$ cat config.mk
export PLATFORM = sky130hd
export DESIGN_NAME = ram16k_bist
export DESIGN_NICKNAME = d
export VERILOG_FILES = /design/src/rtl/ram16k_bist.sv
export SDC_FILE = /design/constraint.sdc
export NUM_CORES = 1
export LEC_CHECK = 0
export ABC_AREA = 1
export BUFFER_PORTS_ARGS = -buffer_cell sky130_fd_sc_hd__buf_2
export CAP_MARGIN = 20
export CELL_PAD_IN_SITES_DETAIL_PLACEMENT = 0
export CELL_PAD_IN_SITES_GLOBAL_PLACEMENT = 1
export CORE_UTILIZATION = 40
export DETAILED_ROUTE_END_ITERATION = 6
export PLACE_DENSITY = 0.88
export SLEW_MARGIN = 15
export SYNTH_ARGS = -nofsm -noshare
export SYNTH_HDL_FRONTEND = slang
export SYNTH_SLANG_ARGS = --single-unit
$ cat constraint.sdc
create_clock -name clk -period 3.9 [get_ports clk]
set_clock_uncertainty 0.1 [all_clocks]
set_input_delay 0.195 -clock clk [delete_from_list [all_inputs] [get_ports clk]]
set_output_delay 0.195 -clock clk [all_outputs]
set_load 0.05 [all_outputs]
$ cat src/rtl/ram16k_bist.sv
// March-style write-then-read BIST for a RAM16K-like memory: writes SEED+addr
// to every word, reads it back, and reports mismatch count and first failing address.
module ram16k_bist #(
   parameter int unsigned ADDRESS_WIDTH = 14,
   parameter int unsigned DATA_WIDTH = 16,
   parameter logic [DATA_WIDTH-1:0] SEED = DATA_WIDTH'(16'h5A5A)
) (
   input  logic                     clk,
   input  logic                     reset,
   input  logic                     start,
   output logic [ADDRESS_WIDTH-1:0] mem_address,
   output logic [DATA_WIDTH-1:0]    mem_in,
   output logic                     mem_load,
   input  logic [DATA_WIDTH-1:0]    mem_out,
   output logic                     busy,
   output logic                     done,
   output logic                     pass,
   output logic [15:0]              err_count,
   output logic [ADDRESS_WIDTH-1:0] first_err_addr
);

   localparam int unsigned ERR_WIDTH = 16;
   localparam logic [ADDRESS_WIDTH-1:0] LAST_ADDR = '1;
   localparam logic [ERR_WIDTH-1:0]     ERR_MAX   = '1;

   typedef enum logic [1:0] {
      S_IDLE  = 2'd0,
      S_WRITE = 2'd1,
      S_READ  = 2'd2,
      S_DONE  = 2'd3
   } state_t;

   state_t                   r_state;
   state_t                   w_state_next;
   logic [ADDRESS_WIDTH-1:0] r_addr;
   logic [ERR_WIDTH-1:0]     r_err_count;
   logic [ADDRESS_WIDTH-1:0] r_first_err_addr;
   logic                     r_done;
   logic                     r_pass;

   logic [DATA_WIDTH-1:0]    w_pattern;
   logic                     w_last;
   logic                     w_mismatch;
   logic                     w_err_inc;
   logic [ERR_WIDTH-1:0]     w_err_next;

   // Address is zero-extended before the add so the pattern wraps mod 2^DATA_WIDTH.
   assign w_pattern  = SEED + DATA_WIDTH'(r_addr);
   assign w_last     = (r_addr == LAST_ADDR);
   assign w_mismatch = (r_state == S_READ) && (mem_out != w_pattern);
   assign w_err_inc  = w_mismatch && (r_err_count != ERR_MAX);
   assign w_err_next = w_err_inc ? r_err_count + ERR_WIDTH'(1) : r_err_count;

   // State register
   always_ff @(posedge clk) begin
      if (reset) r_state <= S_IDLE;
      else       r_state <= w_state_next;
   end

   // Next-state logic; start is only honoured from IDLE or DONE
   always_comb begin
      w_state_next = r_state;
      case (r_state)
         S_IDLE, S_DONE: if (start)  w_state_next = S_WRITE;
         S_WRITE:        if (w_last) w_state_next = S_READ;
         S_READ:         if (w_last) w_state_next = S_DONE;
         default:        w_state_next = S_IDLE;
      endcase
   end

   // Output decode from the state register
   always_comb begin
      mem_load    = 1'b0;
      mem_in      = '0;
      busy        = 1'b0;
      mem_address = r_addr;
      case (r_state)
         S_WRITE: begin
            mem_load = 1'b1;
            mem_in   = w_pattern;
            busy     = 1'b1;
         end
         S_READ:  busy = 1'b1;
         default: ;
      endcase
   end

   // Address counter and result registers
   always_ff @(posedge clk) begin
      if (reset) begin
         r_addr           <= '0;
         r_err_count      <= '0;
         r_first_err_addr <= '0;
         r_done           <= 1'b0;
         r_pass           <= 1'b0;
      end else begin
         case (r_state)
            S_IDLE, S_DONE: begin
               if (start) begin
                  r_addr           <= '0;
                  r_err_count      <= '0;
                  r_first_err_addr <= '0;
                  r_done           <= 1'b0;
                  r_pass           <= 1'b0;
               end
            end
            S_WRITE: r_addr <= r_addr + ADDRESS_WIDTH'(1);
            S_READ: begin
               r_addr      <= r_addr + ADDRESS_WIDTH'(1);
               r_err_count <= w_err_next;
               if (w_mismatch && (r_err_count == '0)) r_first_err_addr <= r_addr;
               if (w_last) begin
                  r_done <= 1'b1;
                  r_pass <= (w_err_next == '0);
               end
            end
            default: ;
         endcase
      end
   end

   assign err_count      = r_err_count;
   assign first_err_addr = r_first_err_addr;
   assign done           = r_done;
   assign pass           = r_pass;

endmodule

==> metrics.txt, run 1 <==
# rows=34; H-tree depth=2; PostCTS Resize Cnt=0; simple-gate portion of the synthesized area=43.8%; DR vias=4111; Hold Path Class=in -> reg; Setup TNS Final=0 ns; post-synthesis sequential area ratio=26.2%; top-area cell type share of the netlist area=26.2%; slowest CP cell=dfxtp_1; fmax=334 MHz; Hold Path End=mem_address[1]$_SDFFE_PP0P_; status=finished with violations; Crit Reg-Reg Endpoint=pass$_SDFFE_PP0P_; WL/cell=13.4 um; PwrDens=561 nW/um^2; Total Wirelength=10500 um; # DRC=16; antenna cells=0; Area Overhead vs Synth=13.4%; Port Buf Inserts=82; DR iter-0 viols=328; failing checks=design-rule violations; Final Cycle Share=76.8%; Sink Count=48; CP arrival=3.13 ns; Final min period=3.00 ns; count of hold buffers inserted by post-cts repair=0; Total GRT Usage=22.0%; worst r2r src=mem_address[1]$_SDFFE_PP0P_; core area=8810 sq um; Crit Path Class=reg -> reg; mux contribution to synthesized area=0%; syn_nets=641; most frequent cell after synthesis=nand2_1; final antenna-violating net count=0; Setup Buffers After CTS=0; Pleak=2.04 nW; CTS clk-pin slew, worst paths=0.09 ns; CP Cell Sequence=ha_1, inv_1, nand2_2, nand2_2, nand2_2, nand2_1, nand2_1, nand2_1, nand2_1, nor2_1, nand3_1, nor2_2, nand2_4, nand3_4, nand2_1, nand2_1, nor2_1, nand2_1, nor2_1, nand3_1, a21oi_2; flop-to-flop setup slack=0.90 ns; Die ar.=9560 sq um; Area contributors post-synth=dfxtp_1 26%, nand2_1 19%, nand3_1 8.9%, a21oi_1 7.2%, nor2_1 6.8%; vias in the first global route=3530; Hold Fails Final Rpt=0; CTS tree=yes; Post-Synth XOR/XNOR Area=3.58%; gpl congestion=0.873; layout cell share with drive strength beyond 1=17.0%; Die W=97.8 um; maximum root-to-sink buffer count=2; initial core utilization=41.7%; Worst Reg-to-Reg Cells=21; crit-path max cell delay=0.59 ns; Syn. warnings=0; Synth top cells by count=185 x nand2_1, 66 x nor2_1, 65 x nand3_1; initial antenna violation count=0; Max-slew headroom=55.8%; fill count=996; max cap viols=0; largest family of logic cells by synthesized area=simple AND/OR/NAND/NOR gates; Max FO, Critical Path=18; worst hold stages=4; RSZ-0062 raised after global routing=no; Detailed Place HPWL=7970 um; min-delay src=start; Ports=83; Root Buffer=clkbuf_8; Req. time, crit path=4.03 ns; largest area contributor in the netlist=dfxtp_1; measured slew at the worst slew-check pin=0.663 ns; VDD IR max=470 uV; # setup viols final=0; Critical Path Sink Type=register; Nets=703; Util after Layout=47.2%; Synth Area in Adders=2.39%; Yosys reg bits=48; die height=97.8 um; grt ovf=0; first-pass GRT wire length=17300 um; Worst setup SP type=register; Pre-antenna DRT Iters=7; Skew-Pair Late Insertion Delay=0.29 ns; Avg Vias per Cell=5.23; synthesized area=3670 sq um; Syn Inst Count=615; most used flip-flop cell after synthesis=dfxtp_1; TritonCTS buffer count=5; number of synthesized flops with an enable pin=0; Pins Over Slew Limit=0; crit-path most repeated cell=nand2_1; Post-synth ARST share=0%; Synth Area in Compound Gates=12.2%; Syn Area/Cell=5.97 sq um; unique cell type count in the Yosys netlist=39; largest net degree at the start of global routing=33; total power=2.34 mW
-- layout make-up --
type	instances	area [sq um]	share of cell area, %
Tap cell	108	135	3.25
Clock buffer	8	90.1	2.17
Timing Repair Buffer	85	433	10.4
Multi-Input combinational cell	468	2280	54.9
Sequential cell	48	961	23.1
Inverter	69	259	6.23
-- flip-flops by register name, indices dropped and copies added (netlist names) --
name            flops
err_count          16
first_err_addr     14
mem_address        14
r_state             2
done                1
pass                1
-- power by group --
part | switching (mW) | internal, mW | total, mW
Combinational | 1.05 | 0.323 | 1.37
Sequential | 0.0695 | 0.581 | 0.651
Clock | 0.165 | 0.145 | 0.310
Total | 1.29 | 1.05 | 2.34
-- worst max-delay path by stage --
stage / startpoint / end / slack, ns
3_3_place_gp: mem_address[1]$_SDFFE_PP0P_ / pass$_SDFFE_PP0P_ / 0.94
4_1_cts: mem_address[1]$_SDFFE_PP0P_ / pass$_SDFFE_PP0P_ / 0.89
6_report: mem_address[1]$_SDFFE_PP0P_ / pass$_SDFFE_PP0P_ / 0.90
5_1_grt: mem_address[1]$_SDFFE_PP0P_ / pass$_SDFFE_PP0P_ / 0.60
3_5_place_dp: mem_address[1]$_SDFFE_PP0P_ / pass$_SDFFE_PP0P_ / 0.91
2_1_floorplan: mem_address[1]$_SDFFE_PP0P_ / first_err_addr[10]$_SDFFE_PP0P_ / 1.07
-- metrics by stage --
stage / instances / setup WS, ns / hold slack (ns) / instance area (sq um)
floorplan: 615 / 1.07 / 0.304 / 3670
global placement: 778 / 0.942 / 0.360 / 4070
detailed placement: 778 / 0.908 / 0.363 / 4070
CTS: 786 / 0.892 / 0.154 / 4160
global route: 786 / 0.599 / 0.186 / 4160
finish: 786 / 0.904 / 0.177 / 4160
-- cell usage in the layout (no fill, tap or decap), types with 7 or more instances in the layout --
master / instances
nor2_1: 65
o21ai_0: 12
nand2_1: 185
xor2_1: 12
nand4_1: 16
dfxtp_1: 48
a21oi_1: 53
nand3_1: 65
buf_2: 82
nor3_1: 12
inv_1: 64
ha_1: 7
nand2_2: 7
-- layer usage --
| metal | global-route usage, % | up-vias | part of all wire, % | wire length, um |
|---|---|---|---|---|
| met5 | 0 | - | 0 | 0 |
| met4 | 6.29 | 0 | 0.84 | 89 |
| met3 | 2.93 | 6 | 6.1 | 639 |
| met2 | 32.6 | 133 | 43 | 4580 |
| met1 | 33.0 | 1861 | 50 | 5240 |
| li1 | - | 2111 | - | - |
-- cell families after synthesis --
family	count (synthesis)
fa+ha+maj	7
buf+inv	99
compound gates	79
xor+xnor	15
flops	48
simple gates	367
-- worst max-delay path, delay by kind of cell, from the launching register on --
family	cells	cell delay, ns
compound gates	1	0.11
simple gates	18	1.79
fa+ha+maj	1	0.24
flops	1	0.59
buf+inv	1	0.08
Power figures use the tool's default switching activity.
==> run 2, diff against run 1 <==
Settings changed: CORE_UTILIZATION 40 to 37, PLACE_DENSITY 0.88 to 0.82.
Clock period 3.9 ns to 2.9 ns, I/O delays scaled along.
==> run 2 against run 1 <==
The run now ends clean. Final area rose by 8.1%. Combinational power rose by 46%. Sequential cell count did not move. Sequential power rose by 33%. Clock power rose by 38%. Core utilization rose by 0.50 points. Clock-buffer cell count fell by 2. Routed wire length rose by 9.5%. Die area rose by 7.9%. Critical endpoint unchanged.
==> metrics.txt, run 2 (synthesis gave the netlist of run 1 again) <==
Nets=729; largest net degree at the start of global routing=29; CP Cell Sequence=inv_2, buf_4, nand2_1, nand2_1, nand3_2, nand2_1, nand2_1, nand3b_1, nand3_1, nor2_4, buf_4, nand2_4, nand3_4, nand2_1, nand2_1, nor2_2, nand2_1, nor2_2, nand3_1, a21oi_2; Sink Count=48; Total GRT Usage=21.9%; Pleak=2.22 nW; # setup viols final=0; Max-slew headroom=60.0%; Detailed Place HPWL=8560 um; count of hold buffers inserted by post-cts repair=0; CTS clk-pin slew, worst paths=0.09 ns; first-pass GRT wire length=18100 um; die height=102 um; Skew-Pair Late Insertion Delay=0.30 ns; Final min period=2.73 ns; max cap viols=0; gpl congestion=0.939; measured slew at the worst slew-check pin=0.601 ns; TritonCTS buffer count=5; Pins Over Slew Limit=0; slowest CP cell=dfxtp_2; commonest non-fill, non-tap cells in the layout=183 x nand2_1, 82 x buf_2, 64 x nor2_1; Clk network pwr share=13.0%; fill count=1034; antenna cells=0; final antenna-violating net count=0; crit-path max cell delay=0.43 ns; Area Overhead vs Synth=22.5%; Crit path buffers/inverters=3; Max FO, Critical Path=9; Inst Count DP=817; Crit Path Class=reg -> reg; Setup Slack @ Placement=0.133 ns; Root Buffer=clkbuf_8; layout cell share with drive strength beyond 1=22.6%; Sequential Power Share=26.3%; internal power=1.48 mW; Pre-antenna DRT Iters=6; commonest non-fill, non-tap cell in the layout=nand2_1; fmax=366 MHz; Setup TNS Final=0 ns; # DRC=0; Hold Slack=0.234 ns; CP arrival=2.87 ns; core area=9420 sq um; critical path's top delay family=simple AND/OR/NAND/NOR gates; switch share=55.1%; grt ovf=0; CTS tree=yes; Ports=83; Final Cycle Share=94.2%; Port Buf Inserts=82; Critical Path Sink Type=register; DR iter-0 viols=290; Comb pwr share=60.7%; min setup slack post-route=0.168 ns; status=complete, no violations; Hold Fails Final Rpt=0; initial core utilization=39.0%; Avg Vias per Cell=5.16; PwrDens=734 nW/um^2; Finished Layout Cells=833; # rows=35; initial antenna violation count=0; vias in the first global route=3701; area of the multi-input gates=2380 sq um; Hold Path Class=in -> reg; WL/cell=13.9 um; crit-path most repeated cell=nand2_1; H-tree depth=2; DR vias=4297; Psw=1.82 mW; maximum root-to-sink buffer count=2; FF+latch area=971 sq um; max reg flops=16; Worst setup SP type=register; Req. time, crit path=3.04 ns; Die W=102 um; Die ar.=10300 sq um; Total Wirelength=11500 um; VDD IR max=563 uV
## run 2: cell count changes in the layout (fill, tap and decap cells not counted), sizes merged
cell	before	now
clkinv	2	4
nand2	193	195
buf	85	107
clkbuf	8	6
nand3	68	70
## run 2: power by group through the flow
stage	Sequential (mW)	Clock (mW)	Combinational [mW]
5_1_grt	0.885	0.465	2.17
6_report	0.869	0.427	2.00
3_5_place_dp	0.884	0	1.97
2_1_floorplan	1.25	0	1.12
4_1_cts	0.870	0.437	1.97
3_3_place_gp	0.881	0	1.95
## run 2: path summary, 6_finish.rpt
check                                            startpoint                        end  slack [ns]  cells past startpoint
worst max-delay path            mem_address[6]$_SDFFE_PP0P_          pass$_SDFFE_PP0P_        0.17                     20
worst min-delay path                                  reset  err_count[1]$_SDFFE_PP0P_        0.23                      2
worst max register to register  mem_address[6]$_SDFFE_PP0P_          pass$_SDFFE_PP0P_        0.17                     20
worst min register to register            done$_SDFFE_PP0P_          done$_SDFFE_PP0P_        0.38                      2
## run 2: worst reg2reg max path: stages, from the launching register on
cell and delay [ns]:
dfxtp_2 0.43, inv_2 0.10, buf_4 0.15, nand2_1 0.06, nand2_1 0.12, nand3_2 0.12
nand2_1 0.07, nand2_1 0.08, nand3b_1 0.09, nand3_1 0.14, nor2_4 0.05, buf_4 0.16
nand2_4 0.12, nand3_4 0.15, nand2_1 0.10, nand2_1 0.08, nor2_2 0.13, nand2_1 0.07
nor2_2 0.12, nand3_1 0.09, a21oi_2 0.12
## run 2: repair_timing
action,in CTS,in global routing
hold endpoints to repair,0,0
resized for setup,0,25
buffers inserted,0,4
setup endpoints to repair,0,8
## run 2: metrics by stage
step                      power [mW]  instance area, sq um  utilization [%]
after global placement          2.83                  4240             45.0
after detailed placement        2.85                  4240             45.0
final                           3.30                  4500             47.7
after global routing            3.52                  4500             47.7
after floorplan                 2.37                  3670                -
after CTS                       3.28                  4330             46.0
## run 2: final cells by class
type,count,area share (%)
clock inverters,2,0.223
well taps,129,3.59
clock buffers,6,1.84
flip-flops and latches,48,21.6
inverters,69,5.76
multi-input cells,472,53.0
repair buffers,107,13.9
## run 2: per-layer routing
metal | share of wire (%) | wire length, um | global-route usage (%)
met2 | 43 | 5000 | 34.3
met5 | 0 | 0 | 0
met1 | 48 | 5550 | 32.2
met4 | 0.88 | 102 | 3.46
met3 | 7.7 | 891 | 3.31
